**config.mk**
```make
export PLATFORM = sky130hd
export DESIGN_NAME = main_state_machine_flat
export DESIGN_NICKNAME = d
export VERILOG_FILES = /design/src/rtl/main_state_machine_if.sv /design/src/rtl/main_state_machine.sv /design/src/flat_wrapper.sv
export SDC_FILE = /design/constraint.sdc
export NUM_CORES = 1
export LEC_CHECK = 0
export BUFFER_PORTS_ARGS = -buffer_cell sky130_fd_sc_hd__buf_2
export CAP_MARGIN = 20
export CORE_AREA = 3 3 43 45
export CTS_CLUSTER_SIZE = 10
export DETAILED_ROUTE_END_ITERATION = 16
export DIE_AREA = 0 0 46 48
export GPL_TIMING_DRIVEN = 0
export SLEW_MARGIN = 20
export SYNTH_ARGS = -nofsm -noshare
export SYNTH_HDL_FRONTEND = slang
export SYNTH_SLANG_ARGS = --single-unit
```
**constraint.sdc**
```tcl
create_clock -name clk -period 3.5 [get_ports clk]
set_input_delay 0.175 -clock clk [delete_from_list [all_inputs] [get_ports clk]]
set_output_delay 0.175 -clock clk [all_outputs]
set_load 0.03 [all_outputs]
```
**src/rtl/main_state_machine_if.sv**
```systemverilog
// Handshake/strobe bundle between the PUF-core control FSM and its sub-blocks
// (UART RX/TX, challenge register, PUF array, response FIFO).
interface main_state_machine_if;
  logic tx_busy;
  logic valid_data_in;
  logic id_requested;
  logic PUF_done;
  logic empty_FIFO;
  logic store_challenge;
  logic data_sel;
  logic PUF_enable;
  logic PUF_reset;
  logic tx_enable;
  logic rx_enable;
  logic UART_reset;
  logic FIFO_reset;
  logic FIFO_re;

  modport master (
    input  tx_busy, valid_data_in, id_requested, PUF_done, empty_FIFO,
    output store_challenge, data_sel, PUF_enable, PUF_reset, tx_enable,
           rx_enable, UART_reset, FIFO_reset, FIFO_re
  );

  modport slave (
    output tx_busy, valid_data_in, id_requested, PUF_done, empty_FIFO,
    input  store_challenge, data_sel, PUF_enable, PUF_reset, tx_enable,
           rx_enable, UART_reset, FIFO_reset, FIFO_re
  );
endinterface

```
**src/rtl/main_state_machine.sv**
```systemverilog
// Top-level Moore control FSM of the UART-driven PUF core: optional ID reply,
// challenge capture, PUF run, then byte-by-byte drain of the response FIFO.
//
// state     | meaning
// S_RST     | sub-blocks held in reset
// S_IDLE    | listening for ID request or challenge
// S_ID_TX   | start one ID byte
// S_ID_WH   | ID byte: wait for tx_busy high
// S_ID_WL   | ID byte: wait for tx_busy low
// S_WAIT_CH | listening for challenge after ID reply
// S_STORE   | latch challenge byte
// S_PUF_CLR | one-cycle PUF reset
// S_PUF_RUN | PUF enabled until done
// S_CHECK   | FIFO empty test
// S_POP     | FIFO read strobe
// S_LAT     | extra FIFO read latency
// S_TX      | start response byte
// S_WH      | response byte: wait for tx_busy high
// S_WL      | response byte: wait for tx_busy low
// S_FINISH  | clear FIFO and PUF, back to idle
module main_state_machine #(
  parameter int ID_BYTES        = 1,
  parameter int FIFO_RD_LATENCY = 1
) (
  input  logic                clk,
  input  logic                reset,
  main_state_machine_if.master bus
);

  localparam int             IdW     = (ID_BYTES > 1) ? $clog2(ID_BYTES) : 1;
  localparam logic [IdW-1:0] IdLoad  = IdW'(ID_BYTES - 1);
  localparam logic [1:0]     LatLoad = 2'((FIFO_RD_LATENCY > 1) ? FIFO_RD_LATENCY - 2 : 0);

  typedef enum logic [3:0] {
    S_RST, S_IDLE, S_ID_TX, S_ID_WH, S_ID_WL, S_WAIT_CH, S_STORE, S_PUF_CLR,
    S_PUF_RUN, S_CHECK, S_POP, S_LAT, S_TX, S_WH, S_WL, S_FINISH
  } state_e;

  state_e         state_q, state_d;
  logic [IdW-1:0] id_cnt_q, id_cnt_d;
  logic [1:0]     lat_cnt_q, lat_cnt_d;

  logic store_challenge, data_sel, puf_enable, puf_reset, tx_enable;
  logic rx_enable, uart_reset, fifo_reset, fifo_re;

  always_ff @(posedge clk) begin
    if (!reset) begin
      state_q   <= S_RST;
      id_cnt_q  <= '0;
      lat_cnt_q <= '0;
    end else begin
      state_q   <= state_d;
      id_cnt_q  <= id_cnt_d;
      lat_cnt_q <= lat_cnt_d;
    end
  end

  // Both counters are down-counters; zero is the terminal count.
  always_comb begin
    state_d   = state_q;
    id_cnt_d  = id_cnt_q;
    lat_cnt_d = lat_cnt_q;
    unique case (state_q)
      S_RST:     state_d = S_IDLE;
      S_IDLE: begin
        if (bus.valid_data_in) begin
          if (bus.id_requested) begin
            state_d  = S_ID_TX;
            id_cnt_d = IdLoad;
          end else begin
            state_d = S_STORE;
          end
        end
      end
      S_ID_TX:   state_d = S_ID_WH;
      S_ID_WH:   if (bus.tx_busy) state_d = S_ID_WL;
      S_ID_WL: begin
        if (!bus.tx_busy) begin
          if (id_cnt_q == '0) begin
            state_d = S_WAIT_CH;
          end else begin
            state_d  = S_ID_TX;
            id_cnt_d = id_cnt_q - IdW'(1);
          end
        end
      end
      S_WAIT_CH: if (bus.valid_data_in) state_d = S_STORE;
      S_STORE:   state_d = S_PUF_CLR;
      S_PUF_CLR: state_d = S_PUF_RUN;
      S_PUF_RUN: if (bus.PUF_done) state_d = S_CHECK;
      S_CHECK:   state_d = bus.empty_FIFO ? S_FINISH : S_POP;
      S_POP: begin
        if (FIFO_RD_LATENCY > 1) begin
          state_d   = S_LAT;
          lat_cnt_d = LatLoad;
        end else begin
          state_d = S_TX;
        end
      end
      S_LAT: begin
        if (lat_cnt_q == 2'd0) state_d = S_TX;
        else                   lat_cnt_d = lat_cnt_q - 2'd1;
      end
      S_TX:      state_d = S_WH;
      S_WH:      if (bus.tx_busy) state_d = S_WL;
      S_WL:      if (!bus.tx_busy) state_d = S_CHECK;
      S_FINISH:  state_d = S_IDLE;
      default:   state_d = S_RST;
    endcase
  end

  always_comb begin
    store_challenge = 1'b0;
    data_sel        = 1'b0;
    puf_enable      = 1'b0;
    puf_reset       = 1'b0;
    tx_enable       = 1'b0;
    rx_enable       = 1'b0;
    uart_reset      = 1'b0;
    fifo_reset      = 1'b0;
    fifo_re         = 1'b0;
    unique case (state_q)
      S_RST: begin
        puf_reset  = 1'b1;
        uart_reset = 1'b1;
        fifo_reset = 1'b1;
      end
      S_IDLE, S_WAIT_CH: rx_enable = 1'b1;
      S_ID_TX: begin
        data_sel  = 1'b1;
        tx_enable = 1'b1;
      end
      S_ID_WH, S_ID_WL: data_sel = 1'b1;
      S_STORE:   store_challenge = 1'b1;
      S_PUF_CLR: puf_reset = 1'b1;
      S_PUF_RUN: puf_enable = 1'b1;
      S_POP:     fifo_re = 1'b1;
      S_TX:      tx_enable = 1'b1;
      S_FINISH: begin
        fifo_reset = 1'b1;
        puf_reset  = 1'b1;
      end
      default: ;
    endcase
  end

  assign bus.store_challenge = store_challenge;
  assign bus.data_sel        = data_sel;
  assign bus.PUF_enable      = puf_enable;
  assign bus.PUF_reset       = puf_reset;
  assign bus.tx_enable       = tx_enable;
  assign bus.rx_enable       = rx_enable;
  assign bus.UART_reset      = uart_reset;
  assign bus.FIFO_reset      = fifo_reset;
  assign bus.FIFO_re         = fifo_re;

endmodule

```
**src/flat_wrapper.sv**
```systemverilog
// flat-port wrapper written by rule: the top's interface ports become plain ports
module main_state_machine_flat 
#(
  parameter int ID_BYTES        = 1,
  parameter int FIFO_RD_LATENCY = 1
)
  (clk, reset, bus_tx_busy, bus_valid_data_in, bus_id_requested, bus_PUF_done, bus_empty_FIFO, bus_store_challenge, bus_data_sel, bus_PUF_enable, bus_PUF_reset, bus_tx_enable, bus_rx_enable, bus_UART_reset, bus_FIFO_reset, bus_FIFO_re);
  main_state_machine_if bus_i ();
  input  logic clk;
  input  logic reset;
  input wire logic [$bits(bus_i.tx_busy)-1:0] bus_tx_busy;
  input wire logic [$bits(bus_i.valid_data_in)-1:0] bus_valid_data_in;
  input wire logic [$bits(bus_i.id_requested)-1:0] bus_id_requested;
  input wire logic [$bits(bus_i.PUF_done)-1:0] bus_PUF_done;
  input wire logic [$bits(bus_i.empty_FIFO)-1:0] bus_empty_FIFO;
  output wire logic [$bits(bus_i.store_challenge)-1:0] bus_store_challenge;
  output wire logic [$bits(bus_i.data_sel)-1:0] bus_data_sel;
  output wire logic [$bits(bus_i.PUF_enable)-1:0] bus_PUF_enable;
  output wire logic [$bits(bus_i.PUF_reset)-1:0] bus_PUF_reset;
  output wire logic [$bits(bus_i.tx_enable)-1:0] bus_tx_enable;
  output wire logic [$bits(bus_i.rx_enable)-1:0] bus_rx_enable;
  output wire logic [$bits(bus_i.UART_reset)-1:0] bus_UART_reset;
  output wire logic [$bits(bus_i.FIFO_reset)-1:0] bus_FIFO_reset;
  output wire logic [$bits(bus_i.FIFO_re)-1:0] bus_FIFO_re;
  assign bus_i.tx_busy = bus_tx_busy;
  assign bus_i.valid_data_in = bus_valid_data_in;
  assign bus_i.id_requested = bus_id_requested;
  assign bus_i.PUF_done = bus_PUF_done;
  assign bus_i.empty_FIFO = bus_empty_FIFO;
  assign bus_store_challenge = bus_i.store_challenge;
  assign bus_data_sel = bus_i.data_sel;
  assign bus_PUF_enable = bus_i.PUF_enable;
  assign bus_PUF_reset = bus_i.PUF_reset;
  assign bus_tx_enable = bus_i.tx_enable;
  assign bus_rx_enable = bus_i.rx_enable;
  assign bus_UART_reset = bus_i.UART_reset;
  assign bus_FIFO_reset = bus_i.FIFO_reset;
  assign bus_FIFO_re = bus_i.FIFO_re;
  main_state_machine #(.ID_BYTES(ID_BYTES), .FIFO_RD_LATENCY(FIFO_RD_LATENCY)) u_core (.clk(clk), .reset(reset), .bus(bus_i));
endmodule
```
Word-level counts from Yosys, hierarchy flattened
Cells that the tools add are included.
{ "op_classes": {"n_addsub": 2, "eq_ne": 24, "n_mux": 26, "bitwise": 1, "reduce_logical": 11} }
{ "ops": {"columns": ["operator", "n"], "rows": [
  ["$pmux 4 s15", 1],
  ["$eq 4x4->1 const B", 8],
  ["$mux 4", 8],
  ["$eq 4x3->1 const B", 4],
  ["$ne 2x2->1 const B", 8],
  ["$mux 1", 13],
  ["$mux 3", 3],
  ["$eq 4x2->1 const B", 2],
  ["$reduce_and 8->1", 1],
  ["$reduce_or 2->1", 3],
  ["$reduce_or 3->1", 2],
  ["$eq 4x1->1 const B", 1],
  ["$logic_not 4->1", 1],
  ["$reduce_and 4->1", 1],
  ["$logic_not 2->1", 1],
  ["$ne 2x1->1 const B", 1],
  ["$pmux 1 s2", 1],
  ["$reduce_and 2->1", 1],
  ["$reduce_bool 2->1", 1],
  ["$sub 2x1->2 const B", 1],
  ["$not 1->1", 1],
  ["$sub 1x1->1 const B", 1]
]} }
{ "word_totals": {"ff_bits": 7} }

Depth between registers and ports, before layout
Gate-level depths: netlist of run 1.
{ "logic_depth": {"depth_word": 4, "depth_mapped": 6, "ltp_nobuf": 6} }

Worst setup path before layout of run 1
No wires, ideal clock.
{ "synth_timing": {"path_kind": "register to output", "from": "register u_core.state_q[3]", "to": "output bus_FIFO_reset", "arrival_ns": 2.069, "t_required_ns": 3.325, "path_slack_ns": 1.256, "stages_incl_launch_ff": 5, "n_path_buf": 2, "path_cell_list": "dfxtp_1 > buf_4 > buf_2 > nor4_1 > o21bai_1"} }
{ "synth_via": {"elab_chain_cells": 3, "elab_cells_between_ends": 4, "cone_classes": "1 x eq/ne; 1 x mux; 2 x reduce/logical"} }
{ "synth_lines": {"columns": ["item", "line_no", "text"], "rows": [
  ["start, declared", "main_state_machine.sv:39", "state_e state_q, state_d;"],
  ["start signal, assigned", "main_state_machine.sv:52", "state_q <= state_d;"],
  ["$eq 4x4->1 / $logic_not 4->1 (equally long branches)", "main_state_machine.sv:122", "unique case (state_q)"],
  ["$reduce_or 2->1 (no line) *", null, null],
  ["$mux 1 *", "main_state_machine.sv:122", null],
  ["end, declared", "flat_wrapper.sv:23", "output wire logic [$bits(bus_i.FIFO_reset)-1:0] bus_FIFO_reset;"]
]} }
Mark *: on every way between the ends. The rest lies on a longest branch, timed or not.

Worst setup path after layout of run 1
Ends and elaborated chain as after synthesis.

==> run_results.csv, run 1 <==
group,metric,value,unit
clock_tree,cts_root_buf,"clkbuf_4",
grt,grt_max_degree,11,
run_status,status,"complete, no violations",
route,ant_nets,0,
route,dr.pass1.iters,4,
die,die-area,0.002208,mm2
timing,hold_viol_final,0,
route,routedWlPerCell,11.83,um
placement,place_area,616.8,um2
grt,grt_pass1_wl,2097,um
die,core-area,0.001506,mm2
grt,grt_use_met2,17.86,%
logic_synthesis,netlist_area,521.8,um2
route,drc_errors,0,
logic_synthesis,synth_top_area_share,23.02,%
clock_tree,numCtsBuffers,3,
grt,grtUsageMet3,6.391,%
setup_path,worstPathRequired,3.32,ns
setup_path,slowest_delay,0.33,ns
grt,use_met1,18.58,%
grt,grt_usage,13.48,%
layout,drive_above_1_share,31.03,%
grt,antenna_found_initial,0,
worst_hold_path,hold_path_class,"in2reg",
logic_synthesis,syn_nets,77,
die,die_w,46,um
die,rows,14,
die,io_pins,16,
placement,hpwl,913.8,um
layout,finalInstanceArea,639.4,um2
logic_synthesis,synth_edf_count,0,
clock_tree,cts_tree,"done",
timing,period_share,49.94,%
clock_tree,clockBufferDepth,2,
timing,setup_violations,0,
clock_tree,cts_setup_buffers,0,
layout,final_common_cell,"buf_2",
setup_path,critPathLaunchType,"flop",
placement,routabilityCongestion,0.7848,
pwr,leakage,0.0002752,uW
grt,overflow,0,
logic_synthesis,ys_ff_latch,6,
setup_path,cpMostUsedCell,"buf_2",
logic_synthesis,postSynthAreaPerCell,7.562,um2
timing,tns,0,ns
logic_synthesis,synth_top_area_cell,"dfxtp_1",
logic_synthesis,ys_seq_area_share,23.02,%
setup_path,crit_buf_inv,3,
timing,slew_headroom,72.75,%
setup_path,criticalPathCategory,"reg2out",
setup_path,worstPathArrival,1.57,ns
die,die_h,48,um
layout,nets,97,
pwr,ir_drop,405.8,uV
placement,dpl.cell_count,100,
setup_path,cpLargestDelayFamily,"buffers and inverters",
timing,slew_violations,0,
pwr,finalPower,478.0,uW
route,wl,1219,um
route,viasPerCell,5.466,
setup_path,slowest_stage,"nor4_1",
route,vias,563,
timing,tightestPinTransition,0.4075,ns
timing,finalClockSkew,0.002311,ns
clock_tree,cts.sinks,6,
logic_synthesis,syn_inst,69,
setup_path,worstPathMaxFanout,10,
setup_path,crit_chain,"buf_4 > buf_2 > nor4_1 > o21bai_1 > buf_2",
logic_synthesis,synth_cell_types,37,
logic_synthesis,ys.warnings.count,0,
logic_synthesis,synth.area.top_cells,"dfxtp_1 (23%), nor2_1 (7.2%), nand2b_1 (6.0%)",
logic_synthesis,synth_flop_cell,"dfxtp_1",
logic_synthesis,synthArstFlopShare,0,%
clock_tree,cts_max_level,1,
timing,period_minus_slack,1.748,ns
pwr,power_density,747.7,mW/mm2
grt,grt_pass1_vias,466,
clock_tree,post_cts_resized,0,
timing,fmax,572.1,MHz
layout,num_antenna_cells,0,
clock_tree,clkLatencyLatePin,0.25,ns
grt,grt-busiest-layer,"met1",
layout,final_cell_mix,"buf_2 (19), nor2_1 (10), dfxtp_1 (6), nand2b_1 (5)",
setup_path,endpoint_kind,"output port",
die,start_util,34.63,%
clock_tree,path_clk_slew,0.04,ns
layout,fin_util,42.44,%
timing,grt_setup_unrepaired,"false",
route,drt_iter0_markers,9,
placement,port_buffers,15,
layout,fin_cells,103,
clock_tree,hold_buffers,0,
flow_run,drv_cap,0,
layout,area_growth,22.54,%
[worst paths after layout]
path	from	end	slack (ns)	depth (start not counted)
setup reg to reg	u_core.lat_cnt_q[0]	u_core.state_q[2]	2.00	6
hold / removal	reset	u_core.state_q[2]	0.21	2
setup / recovery	u_core.state_q[3]	bus_FIFO_reset	1.75	5
hold reg to reg	u_core.lat_cnt_q[1]	u_core.lat_cnt_q[1]	0.50	2
[synth_stat cells, types with 2 or more instances]
| master | n |
|---|---|
| a21oi_1 | 2 |
| o21bai_1 | 2 |
| inv_1 | 3 |
| nand2_1 | 3 |
| xnor2_1 | 2 |
| nor2_1 | 10 |
| nor2b_1 | 2 |
| nand2b_1 | 5 |
| nand3b_1 | 2 |
| dfxtp_1 | 6 |
| nor3_1 | 2 |
| buf_2 | 4 |
| nor3_2 | 2 |
[cell families after synthesis]
kind of cell    share of synthesized area, %
simple gates                           35.97
mux                                    2.158
xor+xnor                               5.037
compound gates                         23.26
fa+ha+maj                              2.398
flops                                  23.02
buf+inv                                8.153
[state kept, by name, summed over array words and instances (netlist names)]
name and cells:
u_core.state_q 4, u_core.lat_cnt_q 2
[stage by stage]
step,hold slack [ns],setup WS (ns)
after global routing,0.2098,1.657
after detailed placement,0.4624,1.991
after global placement,0.4597,2.012
after CTS,0.2018,1.724
final,0.2103,1.752
after floorplan,0.3062,1.256
[report_power, final]
group / total [uW] / switching, uW / internal, uW / leakage [uW]
clock: 63.8 / 25.0 / 38.8 / 0.0000138
combinational: 309 / 201 / 108 / 0.000212
sequential: 105 / 21.1 / 83.7 / 0.0000491
[routing by layer]
layer  routed length (um)  up-vias
li1                     -      289
met1                  588      249
met2                  512       23
met3                  113        2
met4                    4        0
met5                    0        -
[layout make-up]
| cell class | count | area, um2 |
|---|---|---|
| repair buffers | 15 | 75.07 |
| inverters | 4 | 15.01 |
| fillers | 162 | 867.1 |
| plain buffers | 5 | 27.53 |
| clock buffers | 3 | 22.52 |
| multi-input cells | 54 | 359.1 |
| flip-flops and latches | 6 | 120.1 |
| well taps | 16 | 20.02 |
Note: power is estimated with default switching activity, not from simulation.
==> inputs of run 2 (changes only) <==
==> constraint.sdc (replaced) <==
create_clock -name clk -period 1.7 [get_ports clk]
set_input_delay 0.085 -clock clk [delete_from_list [all_inputs] [get_ports clk]]
set_output_delay 0.085 -clock clk [all_outputs]
set_load 0.03 [all_outputs]
==> run_results.csv, run 2 (same netlist as run 1, synthesis figures left out) <==
group,metric,value,unit
pwr,leakage,0.0002790,uW
route,viasPerCell,5.194,
route,routedWlPerCell,11.96,um
timing,hold_viol_final,0,
die,die-area,0.002208,mm2
route,ant_nets,0,
clock_tree,cts.sinks,6,
timing,finalClockSkew,0.004146,ns
pwr,p_clk_share,12.5,%
clock_tree,cts_tree,"done",
die,rows,14,
layout,nets,97,
setup_path,worstPathArrival,1.49,ns
pwr,power_density,1550,mW/mm2
setup_path,endpoint_kind,"output port",
setup_path,critPathLaunchType,"flop",
pwr,power_switching,520.9,uW
grt,grt_pass1_wl,2028,um
route,wl,1232,um
grt,grt_pass1_vias,481,
worst_hold_path,hold_path_class,"in2reg",
placement,hpwl,929.6,um
timing,period_minus_slack,1.573,ns
pwr,p_int,493.6,uW
clock_tree,cts_max_level,1,
clock_tree,clockBufferDepth,2,
clock_tree,cts_setup_buffers,0,
clock_tree,cts_root_buf,"clkbuf_4",
timing,tns,0,ns
pwr,p_comb_share,65.9,%
layout,drive_above_1_share,32.18,%
placement,routabilityCongestion,0.7654,
grt,grt_max_degree,11,
route,drt_iter0_markers,6,
setup_path,criticalPathCategory,"reg2out",
layout,regMostFlops,"u_core.state_q",
clock_tree,hold_buffers,0,
layout,final_common_cell,"buf_2",
setup_path,reg2reg_slack,0.19,ns
layout,top_regs,"u_core.state_q: 4 flops, u_core.lat_cnt_q: 2 flops",
timing,grt_setup_unrepaired,"false",
timing,slew_headroom,72.88,%
layout,largest_reg_flops,4,
grt,grt_usage,12.95,%
flow_run,drv_cap,0,
clock_tree,post_cts_resized,0,
route,dr.pass1.iters,4,
timing,setup_violations,0,
pwr,pwr-share-seq,21.5,%
die,io_pins,16,
setup_path,worstPathRequired,1.62,ns
layout,area_growth,25.42,%
pwr,ir_drop,576.5,uV
die,die_w,46,um
timing,fmax,635.5,MHz
clock_tree,numCtsBuffers,3,
grt,antenna_found_initial,0,
route,vias,535,
timing,period_share,92.56,%
die,die_h,48,um
timing,slew_violations,0,
layout,num_antenna_cells,0,
clock_tree,clkLatencyLatePin,0.24,ns
placement,port_buffers,15,
setup_path,worstPathMaxFanout,10,
layout,fin_util,43.44,%
run_status,status,"complete, no violations",
layout,final_cell_mix,"buf_2 (19), nor2_1 (10), dfxtp_1 (6), nand2b_1 (5)",
die,core-area,0.001506,mm2
die,start_util,34.63,%
pwr,switching_share,51.35,%
clock_tree,path_clk_slew,0.04,ns
timing,tightestPinTransition,0.4056,ns
grt,overflow,0,
route,drc_errors,0,
## run 2: cell type report
class / count / area (um2)
inverters: 4 / 15.01
flip-flops and latches: 6 / 120.1
repair buffers: 15 / 75.07
multi-input cells: 54 / 374.1
well taps: 16 / 20.02
fillers: 165 / 852.1
plain buffers: 5 / 27.53
clock buffers: 3 / 22.52
## run 2: stage by stage
step           hold WS [ns]  cell area [um2]  std cells  setup WS (ns)  power [uW]
6_report             0.1165            654.4        103         0.1265        1015
5_1_grt              0.1182            654.4        103        0.02993        1092
4_1_cts              0.1097            654.4        103         0.1134        1025
3_5_place_dp         0.3637            631.9        100         0.2160       888.5
3_3_place_gp         0.3635            631.9        100         0.2365       890.3
2_1_floorplan        0.2162            536.8         69         0.1688       735.1
## run 2: final timing paths
path	startpoint	to	depth (start not counted)
min	reset	u_core.state_q[2]	2
max	u_core.state_q[3]	bus_FIFO_reset	5
max reg2reg	u_core.lat_cnt_q[0]	u_core.state_q[0]	6
min reg2reg	u_core.lat_cnt_q[1]	u_core.lat_cnt_q[1]	2
## run 2: power by group through the flow
| stage | clock network, uW | logic (uW) | registers, uW |
|---|---|---|---|
| 6_report | 127 | 669 | 219 |
| 5_1_grt | 141 | 727 | 223 |
| 3_5_place_dp | 0 | 668 | 220 |
| 3_3_place_gp | 0 | 670 | 221 |
| 2_1_floorplan | 0 | 530 | 205 |
| 4_1_cts | 137 | 670 | 217 |
## run 2: critical path, stage by stage (launching register included)
cell,delay (ns)
dfxtp_1,0.29
buf_4,0.16
buf_2,0.19
nor4_4,0.25
o21bai_1,0.15
buf_2,0.21
## run 2: routing by layer
metal	wire length [um]	global-route usage (%)	vias up
li1	-	-	287
met1	582	16.63	237
met2	589	18.96	9
met3	53	1.880	2
met4	6	10.80	0
met5	0	0	-
==> inputs of run 3 (changes only) <==
--- a/config.mk
+++ b/config.mk
@@ -5,6 +5,7 @@
 export SDC_FILE = /design/constraint.sdc
 export NUM_CORES = 1
 export LEC_CHECK = 0
+export ABC_AREA = 1
 export BUFFER_PORTS_ARGS = -buffer_cell sky130_fd_sc_hd__buf_2
 export CAP_MARGIN = 20
 export CORE_AREA = 3 3 43 45
==> run_results.csv, run 3 <==
group,metric,value,unit
layout,final_common_cell,"nand2_1",
placement,dpl.cell_count,122,
setup_path,r2r_end,"u_core.state_q[0]",
logic_synthesis,netlist_area,515.5,um2
die,die_w,46,um
clock_tree,cts_max_level,1,
setup_path,cpMostUsedCell,"nand2_1",
logic_synthesis,syn_inst,91,
setup_path,reg2reg_slack,0.41,ns
timing,hold_viol_final,0,
clock_tree,cts_root_buf,"clkbuf_4",
timing,finalClockSkew,0.001729,ns
timing,tightestPinTransition,0.2642,ns
setup_path,worstPathMaxFanout,7,
setup_path,r2r_start,"u_core.state_q[3]",
clock_tree,cts.sinks,6,
clock_tree,numCtsBuffers,3,
logic_synthesis,synth.most_common_cell,"nand2_1",
timing,period_share,85.87,%
layout,drive_above_1_share,26.61,%
grt,grt_pass1_vias,465,
grt,grt_usage,11.76,%
placement,port_buffers,15,
layout,fin_cells,125,
worst_hold_path,hold_path_class,"in2reg",
clock_tree,cts_setup_buffers,0,
timing,fmax,685.0,MHz
route,vias,563,
die,start_util,34.22,%
logic_synthesis,synth_top_area_share,23.30,%
route,viasPerCell,4.504,
setup_path,crit_chain,"inv_1 > nor2_2 > nand2_1 > o21a_1 > nand2_1 > buf_2",
die,rows,14,
route,drc_errors,0,
timing,slew_headroom,82.37,%
pwr,pwr-share-seq,21.0,%
layout,largest_reg_flops,4,
setup_path,endpoint_kind,"output port",
logic_synthesis,synth_top_area_cell,"dfxtp_1",
die,die-area,0.002208,mm2
layout,area_growth,22.82,%
logic_synthesis,synth.area.top_cells,"dfxtp_1 (23%), nand2_1 (16%), nor2_1 (13%)",
worst_hold_path,hold_path_depth,3,
logic_synthesis,ys_ff_latch,6,
clock_tree,clkLatencyLatePin,0.24,ns
timing,period_minus_slack,1.460,ns
pwr,switching_share,54.41,%
logic_synthesis,ys_seq_area_share,23.30,%
pwr,p_int,445.7,uW
setup_path,r2r_cells,9,
logic_synthesis,synth_edf_count,0,
layout,num_antenna_cells,0,
layout,finalInstanceArea,633.1,um2
logic_synthesis,postSynthAreaPerCell,5.665,um2
setup_path,slowest_delay,0.46,ns
run_status,status,"complete, no violations",
route,routedWlPerCell,9.552,um
logic_synthesis,synthArstFlopShare,0,%
pwr,p_comb_share,65.7,%
setup_path,crit_buf_inv,2,
route,drt_iter0_markers,9,
clock_tree,clockBufferDepth,2,
logic_synthesis,synth_cell_types,19,
clock_tree,hold_buffers,0,
logic_synthesis,synth_flop_cell,"dfxtp_1",
grt,overflow,0,
layout,fin_util,42.03,%
placement,routabilityCongestion,0.8411,
pwr,power_density,1544,mW/mm2
setup_path,criticalPathCategory,"reg2out",
die,die_h,48,um
pwr,ir_drop,600.8,uV
layout,nets,119,
grt,antenna_found_initial,0,
layout,regMostFlops,"u_core.state_q",
layout,final_cell_mix,"nand2_1 (22), nor2_1 (18), inv_1 (15), buf_2 (15)",
grt,grt_pass1_wl,1856,um
pwr,power_switching,532.0,uW
timing,slew_violations,0,
flow_run,drv_cap,0,
die,io_pins,16,
timing,tns,0,ns
route,ant_nets,0,
worst_hold_path,min_to,"u_core.state_q[0]",
grt,grt_max_degree,10,
timing,grt_setup_unrepaired,"false",
route,wl,1194,um
setup_path,worstPathRequired,1.62,ns
pwr,leakage,0.0003489,uW
setup_path,critPathLaunchType,"flop",
setup_path,slowest_stage,"dfxtp_1",
worst_hold_path,hold_start,"reset",
setup_path,cpLargestDelayFamily,"flip-flops",
clock_tree,path_clk_slew,0.04,ns
layout,top_regs,"u_core.state_q: 4 flops, u_core.lat_cnt_q: 2 flops",
logic_synthesis,syn_nets,99,
timing,setup_violations,0,
clock_tree,cts_tree,"done",
die,core-area,0.001506,mm2
clock_tree,post_cts_resized,0,
placement,hpwl,985.2,um
placement,place_area,610.6,um2
route,dr.pass1.iters,4,
setup_path,worstPathArrival,1.37,ns
pwr,p_clk_share,13.3,%
logic_synthesis,synthTopCellsByCount,"nand2_1 (22), nor2_1 (18), inv_1 (15)",
logic_synthesis,ys.warnings.count,0,
run 3: how the worst max path moves through the flow:
| stage | from | to | slack, ns | cells after the start |
|---|---|---|---|---|
| floorplan | u_core.state_q[1] | u_core.state_q[2] | 0.32 | 7 |
| global placement | u_core.state_q[2] | u_core.state_q[0] | 0.42 | 9 |
| detailed placement | u_core.state_q[3] | u_core.state_q[0] | 0.41 | 9 |
| CTS | u_core.state_q[2] | bus_data_sel | 0.22 | 6 |
| global route | u_core.state_q[2] | bus_data_sel | 0.09 | 6 |
| finish | u_core.state_q[2] | bus_data_sel | 0.24 | 6 |
run 3: power by group through the flow:
stage | Combinational, uW | Sequential (uW) | Clock, uW
2_1_floorplan | 503 | 199 | 0
3_3_place_gp | 646 | 208 | 0
3_5_place_dp | 647 | 208 | 0
4_1_cts | 649 | 205 | 140
5_1_grt | 717 | 209 | 145
6_report | 642 | 206 | 130
run 3: layer usage:
| layer | global-route usage [%] | vias up | wire length (um) |
|---|---|---|---|
| li1 | - | 320 | - |
| met3 | 1.880 | 2 | 91 |
| met5 | 0 | - | 0 |
| met4 | 9.091 | 0 | 15 |
| met2 | 16.48 | 16 | 473 |
| met1 | 15.82 | 225 | 613 |
run 3: cell type report:
| class | instances | area, um2 |
|---|---|---|
| Multi-Input combinational cell | 68 | 324.1 |
| Tap cell | 16 | 20.02 |
| Inverter | 16 | 60.06 |
| Clock buffer | 3 | 22.52 |
| Sequential cell | 6 | 120.1 |
| Timing Repair Buffer | 15 | 75.07 |
| Buffer | 1 | 11.26 |
| Fill cell | 182 | 873.3 |
run 3: worst register-to-register path, delay by kind of cell (launching register included):
kind                   cells  cell delay, ns
and+or+nand+nor            8            0.64
DFF                        1            0.46
buffers and inverters      1            0.10
run 3: cells by family after synthesis:
group / Yosys count / share of synthesized area, %
fa+ha+maj: 1 / 2.427
compound gates: 11 / 12.62
simple gates: 56 / 47.81
buf+inv: 17 / 13.83
flops: 6 / 23.30
run 3: through the flow:
step / hold slack [ns] / total power (uW) / setup WS (ns)
after floorplan: 0.2055 / 701.5 / 0.3182
after global placement: 0.3573 / 853.6 / 0.4200
after detailed placement: 0.3643 / 854.7 / 0.4081
after CTS: 0.1022 / 994.5 / 0.2175
after global routing: 0.1184 / 1071 / 0.09349
final: 0.1130 / 977.7 / 0.2401
